==> src/rtl/seq_shift_add_mul.sv <==
// Sequential shift-and-add multiplier with start/busy/done handshake,
// optional two's-complement operands and early termination on an exhausted multiplier.
module seq_shift_add_mul #(
   parameter int WIDTH      = 16,
   parameter int SIGNED     = 0,
   parameter int EARLY_TERM = 1
) (
   input  logic                 clk,
   input  logic                 rst_n,
   input  logic                 start,
   input  logic [WIDTH-1:0]     a,
   input  logic [WIDTH-1:0]     b,
   output logic                 busy,
   output logic                 done,
   output logic [2*WIDTH-1:0]   product
);

   localparam int CNT_W = $clog2(WIDTH + 1);
   localparam logic [CNT_W-1:0] CNT_MAX = CNT_W'(WIDTH);

   typedef enum logic [1:0] {
      IDLE,
      CALC,
      FIX
   } state_t;

   state_t               state;
   state_t               state_nxt;
   logic [2*WIDTH-1:0]   ma;
   logic [2*WIDTH-1:0]   acc;
   logic [WIDTH-1:0]     mb;
   logic [CNT_W-1:0]     cnt;
   logic                 neg;
   logic [WIDTH-1:0]     a_mag;
   logic [WIDTH-1:0]     b_mag;
   logic                 calc_end;

   // Magnitudes are WIDTH-bit unsigned, so the most negative operand maps to 2^(WIDTH-1) without overflow.
   always_comb begin
      // NOTE: every combinational output gets a default first so no path leaves it unassigned (no latch).
      a_mag = a;
      b_mag = b;
      if (SIGNED != 0 && a[WIDTH-1]) a_mag = ~a + WIDTH'(1);
      if (SIGNED != 0 && b[WIDTH-1]) b_mag = ~b + WIDTH'(1);
   end

   assign calc_end = (cnt == CNT_MAX) || ((EARLY_TERM != 0) && (mb == '0));

   always_comb begin
      state_nxt = state;
      busy      = 1'b0;
      case (state)
         IDLE: begin
            if (start) state_nxt = CALC;
         end
         CALC: begin
            busy = 1'b1;
            if (calc_end) state_nxt = FIX;
         end
         FIX: begin
            busy      = 1'b1;
            state_nxt = IDLE;
         end
         default: state_nxt = IDLE;
      endcase
   end

   // NOTE: sequential state uses non-blocking assignments so every register samples pre-edge values.
   always_ff @(posedge clk or negedge rst_n) begin
      if (!rst_n) state <= IDLE;
      else        state <= state_nxt;
   end

   always_ff @(posedge clk or negedge rst_n) begin
      if (!rst_n) begin
         ma      <= '0;
         mb      <= '0;
         acc     <= '0;
         cnt     <= '0;
         neg     <= 1'b0;
         done    <= 1'b0;
         product <= '0;
      end else begin
         done <= (state == FIX);
         case (state)
            IDLE: begin
               if (start) begin
                  ma  <= {{WIDTH{1'b0}}, a_mag};
                  mb  <= b_mag;
                  acc <= '0;
                  cnt <= '0;
                  neg <= (SIGNED != 0) && (a[WIDTH-1] ^ b[WIDTH-1]);
               end
            end
            CALC: begin
               if (!calc_end) begin
                  acc <= acc + (mb[0] ? ma : '0);
                  ma  <= ma << 1;
                  mb  <= mb >> 1;
                  cnt <= cnt + CNT_W'(1);
               end
            end
            FIX: begin
               // A zero magnitude negates to zero, so the sign flag needs no special case.
               product <= neg ? ('0 - acc) : acc;
            end
            default: ;
         endcase
      end
   end

endmodule

==> config.mk <==
export PLATFORM = sky130hd
export DESIGN_NAME = seq_shift_add_mul
export DESIGN_NICKNAME = d
export VERILOG_FILES = /design/src/rtl/seq_shift_add_mul.sv
export SDC_FILE = /design/constraint.sdc
export NUM_CORES = 1
export LEC_CHECK = 0
export BUFFER_PORTS_ARGS = -buffer_cell sky130_fd_sc_hd__buf_2
export CORE_ASPECT_RATIO = 1.4
export CORE_MARGIN = 2
export CORE_UTILIZATION = 50
export CTS_CLUSTER_SIZE = 25
export DETAILED_ROUTE_END_ITERATION = 7
export GPL_ROUTABILITY_DRIVEN = 0
export MAX_ROUTING_LAYER = met4
export PLACE_DENSITY = 0.66
export REMOVE_ABC_BUFFERS = 1
export SKIP_CTS_REPAIR_TIMING = 1
export SYNTH_ARGS = -nofsm -noshare
export SYNTH_HDL_FRONTEND = slang
export SYNTH_SLANG_ARGS = --single-unit
==> constraint.sdc <==
create_clock -name clk -period 3.8 [get_ports clk]
set_input_delay 0.19 -clock clk [delete_from_list [all_inputs] [get_ports clk]]
set_output_delay 0.19 -clock clk [all_outputs]
set_load 0.01 [all_outputs]
# --- After elaboration in Yosys (flattened, before gate mapping) ---
# Cells that the tools add are included.
word_totals:
  ff_bits: 120
  wordCells: 39
  n_memories: 0
  latch_bits: 0
  mem_bits_rw: 0
  out_inout_bits: 34
  romBits: 0
classes:
  div: 0
  n_reduce_logical: 7
  shift: 0
  bitwise_logic: 0
  eq_ne: 6
  n_lt_le_gt_ge: 0
  addsub: 2
  mux: 17
  n_mul: 0
op_table:
  columns: ["cell", "n"]
  rows:
  - ["$mux 32", 5]
  - ["$pmux 32 s2", 2]
  - ["$add 32x32->32", 1]
  - ["$mux 16", 2]
  - ["$pmux 16 s2", 1]
  - ["$logic_not 16->1", 1]
  - ["$mux 5", 2]
  - ["$pmux 5 s2", 1]
  - ["$ne 2x2->1 const B", 3]
  - ["$add 5x1->5 const B", 1]
  - ["$eq 5x5->1 const B", 1]
  - ["$mux 2", 2]
  - ["$pmux 2 s2", 1]
  - ["$reduce_and 3->1", 1]
  - ["$eq 2x1->1 const B", 1]
  - ["$eq 2x2->1 const B", 1]
  - ["$logic_not 2->1", 1]
  - ["$reduce_and 2->1", 1]
  - ["$reduce_bool 2->1", 1]
  - ["$reduce_or 2->1", 1]
  - ["$logic_or 1x1->1", 1]
  - ["$mux 1", 1]

# --- Longest topological paths before layout ---
# Gate-level depths: netlist of the first run.
depth:
  ltp_word: 4
  depth_mapped: 12

# --- Worst setup path after synthesis of the first run ---
# Ideal clock, no wire load.
synth_path:
  path_type: "register -> register"
  start: "register mb[0]"
  end: "register acc[26]"
  t_arrival_ps: 2556
  slack_ps: 1114
  stages_incl_launch_ff: 12
  required_time_ps: 3670
  path_buffers: 1
  path_cell_list: "dfrtp_1 clkbuf_1 nand2_1 fa_1 nand2b_1 a21oi_1 o211ai_2 a2111oi_2 nor2_2 o31ai_2 xnor2_1 o21ai_2"
synth_via:
  elab_chain_len: 4
  elab_cells_between_ends: 8
  classes_between: "add/sub (1); eq/ne (1); mux (3); reduce/logical (3)"
synth_rtl:
  columns: ["element", "line", "source"]
  rows:
  - ["start, declared", "31", "logic [WIDTH-1:0] mb;"]
  - ["start signal, assigned", "89", "mb <= b_mag;"]
  - ["start signal, assigned", "99", "mb <= mb >> 1;"]
  - ["$mux 32 / $logic_not 16->1 (equally long branches)", "97, 47", null]
  - ["$add 32x32->32 / $logic_or 1x1->1 (equally long branches)", "97, 47", null]
  - ["$mux 32 / $ne 2x2->1 (equally long branches)", null, null]
  - ["$pmux 32 s2 / $reduce_and 3->1 (equally long branches)", null, null]
  - ["end signal, assigned", "97", "acc <= acc + (mb[0] ? ma : '0);"]
  - ["end, declared", "30", "logic [2*WIDTH-1:0] acc;"]
# Several ways; a longest one is shown, not always the timed one. The select of a mux whose other input is x is not followed.
# A chain may end at the register's enable or synchronous reset.

# --- Worst setup path in the final report of the first run ---
# Same ends and word-level chain as after synthesis.

==> impl_metrics.csv, run 1 <==
group,metric,value,unit
global_route,grt_max_degree,74,
floorplanning,fp.dieW,102,um
floorplanning,core_area,12900,um2
timing,finalCritPeriodShare,84.2,%
setup_path,arrival,3.48,ns
floorplanning,core.rowCount,49,
timing,finalSetupTns,0,ns
detailed_routing,route.detailed.wl_per_inst,16.0,um
clock_network,cts_buffers,17,
clock_network,clk_pin_slew,0.05,ns
timing,hold_viol,81,
detailed_routing,final_antenna_net_count,0,
detailed_routing,drt_first_iter_violations,271,
timing,fmax,312,MHz
global_route,grt_pass1_vias,5543,
cells_and_area,antenna_cells,0,
placement,port_buffers,68,
outcome,status,"finished, violations left",
synth,ys_seq_area_share,45.1,%
detailed_routing,vias,5454,
setup_path,reg2reg_slack,0.60,ns
global_route,antenna_found_initial,0,
synth,yosys.cell_types.count,63,
timing,fin_skew,0.00841,ns
global_route,grt_use_total,23.7,%
timing,maxSlewHeadroom,31.1,%
setup_path,r2r.worst_path.cells,12,
floorplanning,die_h,141,um
synth,synth_edf_count,0,
pwr,leakage,3.92,nW
setup_path,cp_max_fo,16,
setup_path,r2r-end,"acc[26]$_DFFE_PN0P_",
setup_path,r2r-start,"mb[0]$_DFFE_PN0P_",
worst_hold_path,hold_class,"in -> async",
setup_path,crit_start,"mb[0]$_DFFE_PN0P_",
synth,synth_ff_type,"dfrtp_1",
pwr,ir_worst_vdd,0.594,mV
cells_and_area,synthToLayoutAreaGrowth,16.8,%
global_route,grt.overflow.total,0,
detailed_routing,drt_first_pass_iters,5,
floorplanning,ioPinCount,69,
cells_and_area,fillers,1166,
detailed_routing,viasPerCell,5.70,
timing,hold_ws,-0.0801,ns
setup_path,startpoint_type,"flop",
synth,netlist_area,6660,um2
placement,dpl_worst_slack,0.624,ns
setup_path,path_class,"reg -> reg",
timing,drv_slew,0,
detailed_routing,drt-total-wl,15400,um
cells_and_area,drive_above_1_share,20.0,%
floorplanning,start_util,51.5,%
pwr,pwr_density_cell,731,nW/um2
synth,muxShareOfSynthArea,5.56,%
placement,dpl.hpwl,10600,um
global_route,grt_pass1_wl,26100,um
setup_path,endpoint_kind,"flop",
timing,rsz0062_at_grt,"false",
timing,layout_setup_ws,0.599,ns
clock_network,clock_latency,0.41,ns
synth,ys_ff_latch,120,
synth,synthSimpleGateAreaFrac,19.7,%
pwr,finalPower,5.68,mW
synth,synth_top_family_by_area,"simple AND/OR/NAND/NOR gates",
timing,fin_crit,3.20,ns
setup_path,required,4.08,ns
clock_network,cts_max_path_buffers,2,
setup_path,worstSetupEndpoint,"acc[26]$_DFFE_PN0P_",
clock_network,clockRootBuffer,"clkbuf_16",
synth,yosysWarnings,0,
synth,synth_fa_ha_area_share,7.25,%
detailed_routing,drc,0,
synth,avgSynthCellArea,9.44,um2
cells_and_area,nets,839,
synth,synthXorXnorAreaFrac,3.55,%
clock_network,cts_tree,"yes",
timing,tightest_slew,1.03,ns
outcome,violations,"negative hold slack",
floorplanning,die_area,14300,um2
synth,synth_compound_area_share,16.0,%
timing,setup_viol,0,
flow_run,drv_cap,0,
synth,async_flop_share,100,%
clock_network,cts_max_level,4,
clock_network,cts_sinks,120,
synth,syn_inst,706,
cells in the mapped netlist (4+ instances only):
cell / instances / area share, %
a21o_1: 11 / 1.2
a21oi_1: 28 / 2.1
a22oi_1: 30 / 3.4
a31oi_1: 4 / 0.38
and2_1: 32 / 3.0
and3_1: 5 / 0.47
buf_1: 9 / 0.51
buf_2: 7 / 0.53
clkbuf_1: 21 / 1.2
dfrtp_1: 120 / 45
ha_1: 37 / 6.9
inv_1: 12 / 0.68
mux2_2: 32 / 5.4
nand2_1: 130 / 7.3
nand2b_1: 6 / 0.56
nand3_1: 54 / 4.1
nand4_1: 6 / 0.56
nor2_1: 23 / 1.3
nor4_1: 6 / 0.56
o211ai_1: 4 / 0.45
o21ai_0: 41 / 3.1
o21ai_1: 5 / 0.38
o21bai_1: 4 / 0.45
xnor2_1: 15 / 2.0
xor2_1: 12 / 1.6
sequential cells by signal, indices dropped and copies added (netlist names):
signal and flops:
acc 32, ma 32, product 32, mb 16, cnt 5, state 2
done 1
metrics by stage:
step / util, % / instance area, um2 / std cells
6_report: 60.1 / 7780 / 957
4_1_cts: 60.1 / 7780 / 957
2_1_floorplan: - / 6520 / 669
5_1_grt: 60.1 / 7780 / 957
3_5_place_dp: 55.4 / 7170 / 925
3_3_place_gp: 55.4 / 7170 / 925
layout by cell type (no fill, tap or decap), types with 17 or more instances in the layout:
| master | instances |
|---|---|
| ha_1 | 37 |
| and2_1 | 32 |
| dfrtp_1 | 120 |
| nor2_1 | 21 |
| a21oi_1 | 28 |
| buf_2 | 67 |
| nand2_1 | 130 |
| nand3_1 | 54 |
| a22oi_1 | 30 |
| mux2_2 | 32 |
| clkbuf_16 | 17 |
| o21ai_0 | 41 |
layout make-up:
cell class / count / area (um2) / share of cell area (%)
multi-input cells: 537 / 3480 / 44.8
flip-flops and latches: 120 / 3000 / 38.6
clock buffers: 24 / 492 / 6.32
repair buffers: 78 / 418 / 5.37
well taps: 178 / 223 / 2.86
clock inverters: 8 / 118 / 1.51
inverters: 12 / 45.0 / 0.579
cell families (layout without fill, tap and decap cells):
family / count (synthesis) / after routing
compound gates: 159 / 159
xor+xnor: 27 / 27
mux: 33 / 33
buf+inv: 49 / 122
simple gates: 280 / 280
fa+ha+maj: 38 / 38
flops: 120 / 120
power by group:
group / total (mW) / leakage, nW / internal, mW / switching, mW
registers: 2.01 / 1.61 / 1.69 / 0.313
logic: 2.03 / 2.02 / 0.774 / 1.25
clock network: 1.65 / 0.300 / 1.10 / 0.553
metal layers:
metal | part of all wire (%) | global-route usage, %
met2 | 51 | 39.6
met3 | 3.9 | 4.61
met1 | 42 | 28.4
met4 | 2.6 | 8.11
met5 | 0 | -
critical path, stage by stage, from the launching register on:
cell,delay (ns)
dfrtp_1,0.60
and2_1,0.19
ha_1,0.16
inv_1,0.06
fa_1,0.40
nand2b_1,0.18
a21oi_1,0.29
o211ai_2,0.18
a2111oi_2,0.35
nor2_2,0.14
o31ai_2,0.28
xnor2_1,0.17
o21ai_2,0.06
worst min path at each step:
stage                     start  slack, ns                      end  cells past startpoint
after global routing       a[7]      0.004        ma[7]$_DFFE_PN0P_                      3
after detailed placement  rst_n       0.40           done$_DFF_PN0_                      1
after CTS                 rst_n      -0.04           done$_DFF_PN0_                      1
after floorplan           rst_n      -0.11       acc[0]$_DFFE_PN0P_                      0
after global placement    rst_n       0.39           done$_DFF_PN0_                      1
final                     rst_n      -0.08  product[17]$_DFFE_PN0P_                      1
Power figures use the tool's default switching activity.
==> run 2, diff against run 1 <==
- clock period: 3.8 -> 3.02 ns (I/O delays scaled with it)
==> impl_metrics.csv, run 2 (same netlist as run 1, synthesis figures left out) <==
group,metric,value,unit
outcome,status,"finished, violations left",
outcome,violations,"negative hold slack",
setup_path,arrival,3.17,ns
setup_path,endpoint_kind,"flop",
detailed_routing,route.detailed.wl_per_inst,16.1,um
clock_network,cts_max_path_buffers,2,
floorplanning,fp.dieW,102,um
timing,hold_ws,-0.0834,ns
setup_path,crit_start,"mb[0]$_DFFE_PN0P_",
global_route,antenna_found_initial,0,
detailed_routing,drc,0,
floorplanning,core_area,12900,um2
clock_network,clk_pin_slew,0.06,ns
cells_and_area,drive_above_1_share,22.3,%
floorplanning,start_util,51.5,%
floorplanning,ioPinCount,69,
cells_and_area,final_common_cell,"nand2_1",
floorplanning,die_area,14300,um2
clock_network,cts_tree,"yes",
cells_and_area,layout_common_cells,"nand2_1, dfrtp_1, buf_2",
timing,fmax,349,MHz
floorplanning,core.rowCount,49,
cells_and_area,nets,875,
flow_run,drv_cap,0,
timing,setup_viol,0,
setup_path,slowest_delay,0.45,ns
detailed_routing,drt_first_pass_iters,4,
detailed_routing,drt_first_iter_violations,219,
global_route,grt_pass1_wl,26900,um
placement,dpl.hpwl,10800,um
timing,maxSlewHeadroom,32.0,%
pwr,combPwrFrac,37.5,%
worst_hold_path,hold_class,"in -> async",
detailed_routing,vias,5536,
setup_path,startpoint_type,"flop",
pwr,pwr_density_cell,884,nW/um2
floorplanning,die_h,141,um
cells_and_area,reg.largest.list,"acc (32), ma (32), product (32)",
pwr,switchingPower,2.81,mW
setup_path,r2r-start,"mb[0]$_DFFE_PN0P_",
setup_path,crit_chain,"buf_6 -> and2_1 -> ha_2 -> and4_1 -> and3_1 -> o211ai_4 -> a2111oi_4 -> nor2_4 -> nor2_4 -> a31oi_1 -> o311ai_1",
setup_path,required,3.32,ns
clock_network,clock_latency,0.42,ns
clock_network,clockRootBuffer,"clkbuf_16",
global_route,grt_use_total,24.1,%
placement,port_buffers,68,
timing,fin_crit,2.87,ns
timing,hold_viol,83,
cells_and_area,antenna_cells,0,
pwr,p_clk_share,28.0,%
pwr,ir_worst_vdd,0.782,mV
global_route,grt_max_degree,82,
timing,finalCritPeriodShare,94.9,%
pwr,seqPwrFrac,34.6,%
setup_path,path_common_cell,"nor2_4",
detailed_routing,final_antenna_net_count,0,
global_route,grt_pass1_vias,5633,
timing,tightest_slew,1.02,ns
global_route,grt.overflow.total,0,
timing,fin_skew,0.00804,ns
timing,finalSetupTns,0,ns
timing,rsz0062_at_grt,"false",
setup_path,crit_path_top_delay_cell,"dfrtp_2",
setup_path,path_class,"reg -> reg",
setup_path,cp_max_fo,18,
pwr,sw_frac_of_total,38.5,%
pwr,leakage,4.06,nW
pwr,p_int,4.50,mW
cells_and_area,synthToLayoutAreaGrowth,24.1,%
timing,drv_slew,0,
detailed_routing,viasPerCell,5.58,
clock_network,cts_buffers,17,
clock_network,cts_sinks,120,
detailed_routing,drt-total-wl,16000,um
clock_network,cts_max_level,4,
## run 2: changes by cell type in the layout (fill, tap and decap cells not counted), moves of 3 or more
cell           delta
clkinvlp_4        +4
buf_4             +6
dlygate4sd3_1    +27
clkbuf_1          -3
clkinv_2          -3
clkinv_4          +3
ha_1              -3
## run 2: per-layer routing
layer  up-vias  part of all wire [%]  GRT usage, %
met5         -                     0             -
met4         0                   2.2          9.74
met2       111                    52          39.8
met1      2688                    43          29.5
met3        31                   3.0          3.47
li1       2706                     -             -
## run 2: critical path, delay by kind of cell (launching register included)
family	cells	cell delay, ns
AOI/OAI and AO/OA	4	0.92
adders and majority gates	1	0.38
buffers and inverters	1	0.17
DFF	1	0.45
and+or+nand+nor	5	0.83
## run 2: cell type report
| cell class | count | area [um2] |
|---|---|---|
| well taps | 178 | 223 |
| clock inverters | 13 | 146 |
| fillers | 1098 | 4670 |
| flip-flops and latches | 120 | 3000 |
| repair buffers | 114 | 785 |
| inverters | 12 | 45.0 |
| multi-input cells | 537 | 3610 |
| clock buffers | 19 | 453 |
## run 2: final timing paths
| kind | endpoint | slack (ns) | cells past startpoint |
|---|---|---|---|
| max in group asynchronous | mb[0]$_DFFE_PN0P_ | 2.23 | 2 |
| max reg2reg | acc[30]$_DFFE_PN0P_ | 0.15 | 11 |
| max | acc[30]$_DFFE_PN0P_ | 0.15 | 11 |
| min | done$_DFF_PN0_ | -0.08 | 1 |
| min in group clk | ma[14]$_DFFE_PN0P_ | -0.03 | 3 |
| min reg2reg | ma[13]$_DFFE_PN0P_ | 0.49 | 2 |
## run 2: stage by stage
| stage | util (%) | power [mW] | instance area (um2) | std cells | setup slack, ns |
|---|---|---|---|---|---|
| floorplan | - | 4.21 | 6520 | 669 | -1.70 |
| detailed placement | 56.1 | 5.20 | 7260 | 933 | 0.0553 |
| CTS | 60.7 | 7.28 | 7860 | 965 | 0.0246 |
| global placement | 56.1 | 5.09 | 7260 | 933 | 0.125 |
| global route | 63.9 | 7.83 | 8270 | 993 | 0.0149 |
| finish | 63.9 | 7.31 | 8270 | 993 | 0.154 |
## run 2: power by group through the flow
| stage | registers, mW | logic, mW | clock network (mW) |
|---|---|---|---|
| 6_report | 2.53 | 2.74 | 2.04 |
| 5_1_grt | 2.60 | 3.08 | 2.14 |
| 4_1_cts | 2.52 | 2.68 | 2.08 |
| 3_5_place_dp | 2.55 | 2.65 | 0 |
| 3_3_place_gp | 2.52 | 2.57 | 0 |
| 2_1_floorplan | 2.51 | 1.70 | 0 |
==> run 3, diff against run 2 <==
- SETUP_SLACK_MARGIN: unset -> 0.2
==> impl_metrics.csv, run 3 (same netlist as run 1, synthesis figures left out) <==
group,metric,value,unit
outcome,status,"finished, violations left",
outcome,violations,"negative hold slack",
setup_path,arrival,3.11,ns
global_route,grt_pass1_vias,5633,
placement,dp.cells,933,
setup_path,crit_chain,"buf_6 -> and2_4 -> ha_4 -> and4_1 -> a21o_1 -> o2111ai_4 -> a211oi_4 -> buf_4 -> nor4b_4 -> nor2_2 -> buf_4 -> xnor2_1 -> o21ai_1",
detailed_routing,route.detailed.wl_per_inst,16.6,um
timing,drv_slew,0,
floorplanning,fp.dieW,102,um
cells_and_area,multi_input_area,3900,um2
setup_path,path_buf_inv,3,
timing,fin_crit,2.82,ns
cells_and_area,post-route-util,66.8,%
timing,layout_setup_ws,0.196,ns
global_route,grt_max_degree,82,
setup_path,cp_max_fo,7,
clock_network,cts_tree,"yes",
floorplanning,core.rowCount,49,
cells_and_area,reg.largest.list,"acc (32), ma (32), product (32)",
placement,dpl.hpwl,10800,um
setup_path,required,3.30,ns
cells_and_area,nets,885,
global_route,grt_pass1_wl,26900,um
setup_path,endpoint_kind,"flop",
placement,place_area,7260,um2
cells_and_area,drive_above_1_share,27.9,%
cells_and_area,seq_area,3000,um2
clock_network,cts_max_level,4,
cells_and_area,fin_cells,1003,
clock_network,clock_latency,0.42,ns
pwr,p_clk_share,27.0,%
floorplanning,core_area,12900,um2
clock_network,clk_pin_slew,0.06,ns
detailed_routing,final_antenna_net_count,0,
setup_path,path_common_cell,"buf_4",
global_route,antenna_found_initial,0,
floorplanning,die_h,141,um
clock_network,cts_max_path_buffers,2,
timing,fin_skew,0.00920,ns
clock_network,cts_sinks,120,
setup_path,path_class,"reg -> reg",
pwr,p_int,4.65,mW
timing,tightest_slew,1.06,ns
setup_path,startpoint_type,"flop",
detailed_routing,viasPerCell,5.65,
worst_hold_path,hold_class,"in -> async",
timing,hold_viol,83,
timing,setup_viol,0,
flow_run,drv_cap,0,
pwr,pwr_density_cell,876,nW/um2
cells_and_area,antenna_cells,0,
cells_and_area,fillers,1029,
pwr,combPwrFrac,39.2,%
timing,rsz0062_at_grt,"true",
global_route,grt_use_total,24.1,%
floorplanning,ioPinCount,69,
timing,finalCritPeriodShare,93.5,%
clock_network,clockRootBuffer,"clkbuf_16",
detailed_routing,drt-total-wl,16700,um
detailed_routing,drc,0,
cells_and_area,final_common_cell,"nand2_1",
setup_path,critical-path-top-delay-family,"compound AO/OA/AOI/OAI gates",
detailed_routing,drt_first_pass_iters,5,
cells_and_area,final_area,8640,um2
timing,hold_ws,-0.0823,ns
global_route,grt.overflow.total,0,
pwr,ir_worst_vdd,0.789,mV
setup_path,crit_path_top_delay_cell,"dfrtp_2",
pwr,seqPwrFrac,33.8,%
placement,port_buffers,68,
timing,maxSlewHeadroom,29.5,%
timing,fmax,354,MHz
cells_and_area,synthToLayoutAreaGrowth,29.7,%
detailed_routing,drt_first_iter_violations,268,
pwr,leakage,4.12,nW
pwr,switchingPower,2.93,mW
cells_and_area,layout_common_cells,"nand2_1, dfrtp_1, buf_2",
floorplanning,start_util,51.5,%
pwr,sw_frac_of_total,38.6,%
floorplanning,die_area,14300,um2
placement,dpl_worst_slack,0.0553,ns
clock_network,cts_buffers,17,
detailed_routing,vias,5669,
setup_path,slowest_delay,0.47,ns
run 3: cell count changes in the layout (fill, tap and decap cells not counted), sizes merged:
| cell | delta |
|---|---|
| buf | +10 |
run 3: cell type report:
class / count / area share, %
timing repair buffer: 124 / 10.1
sequential: 120 / 34.8
clock buffer: 19 / 5.24
clock inverter: 13 / 1.69
tap: 178 / 2.58
multi-input combinational: 537 / 45.1
inverter: 12 / 0.521
run 3: worst reg2reg max path, cell delays in order, from the launching register on:
cell and delay, ns:
dfrtp_2 0.47, buf_6 0.14, and2_4 0.16, ha_4 0.29, and4_1 0.20, a21o_1 0.19
o2111ai_4 0.17, a211oi_4 0.32, buf_4 0.17, nor4b_4 0.04, nor2_2 0.21, buf_4 0.16
xnor2_1 0.10, o21ai_1 0.07
run 3: path summary, 6_finish.rpt:
path | from | endpoint | slack [ns] | cells past startpoint
hold / removal | rst_n | done$_DFF_PN0_ | -0.08 | 1
setup reg to reg | mb[0]$_DFFE_PN0P_ | acc[23]$_DFFE_PN0P_ | 0.20 | 13
hold reg to reg | ma[13]$_DFFE_PN0P_ | ma[13]$_DFFE_PN0P_ | 0.49 | 2
min in group clk | a[14] | ma[14]$_DFFE_PN0P_ | -0.04 | 3
setup / recovery | mb[0]$_DFFE_PN0P_ | acc[23]$_DFFE_PN0P_ | 0.20 | 13
max in group asynchronous | rst_n | mb[0]$_DFFE_PN0P_ | 2.23 | 2
run 3: power by group through the flow:
stage	Sequential, mW	Combinational [mW]	Clock [mW]
after global routing	2.63	3.31	2.14
after detailed placement	2.55	2.65	0
after global placement	2.52	2.57	0
final	2.56	2.97	2.04
after CTS	2.52	2.68	2.08
after floorplan	2.51	1.70	0
run 3: metal layers:
layer / global-route usage, % / up-vias / part of all wire [%]
met4: 9.74 / 0 / 2.8
met3: 3.47 / 40 / 3.1
li1: - / 2720 / -
met2: 39.8 / 119 / 52
met1: 29.5 / 2790 / 42
met5: - / - / 0
run 3: stage by stage:
step           power, mW  hold slack, ns  TNS (ns)
2_1_floorplan       4.21          -0.145    -63.59
3_3_place_gp        5.09           0.360         0
3_5_place_dp        5.20           0.366         0
4_1_cts             7.28         -0.0674         0
5_1_grt             8.08        -0.00169         0
6_report            7.57         -0.0823         0
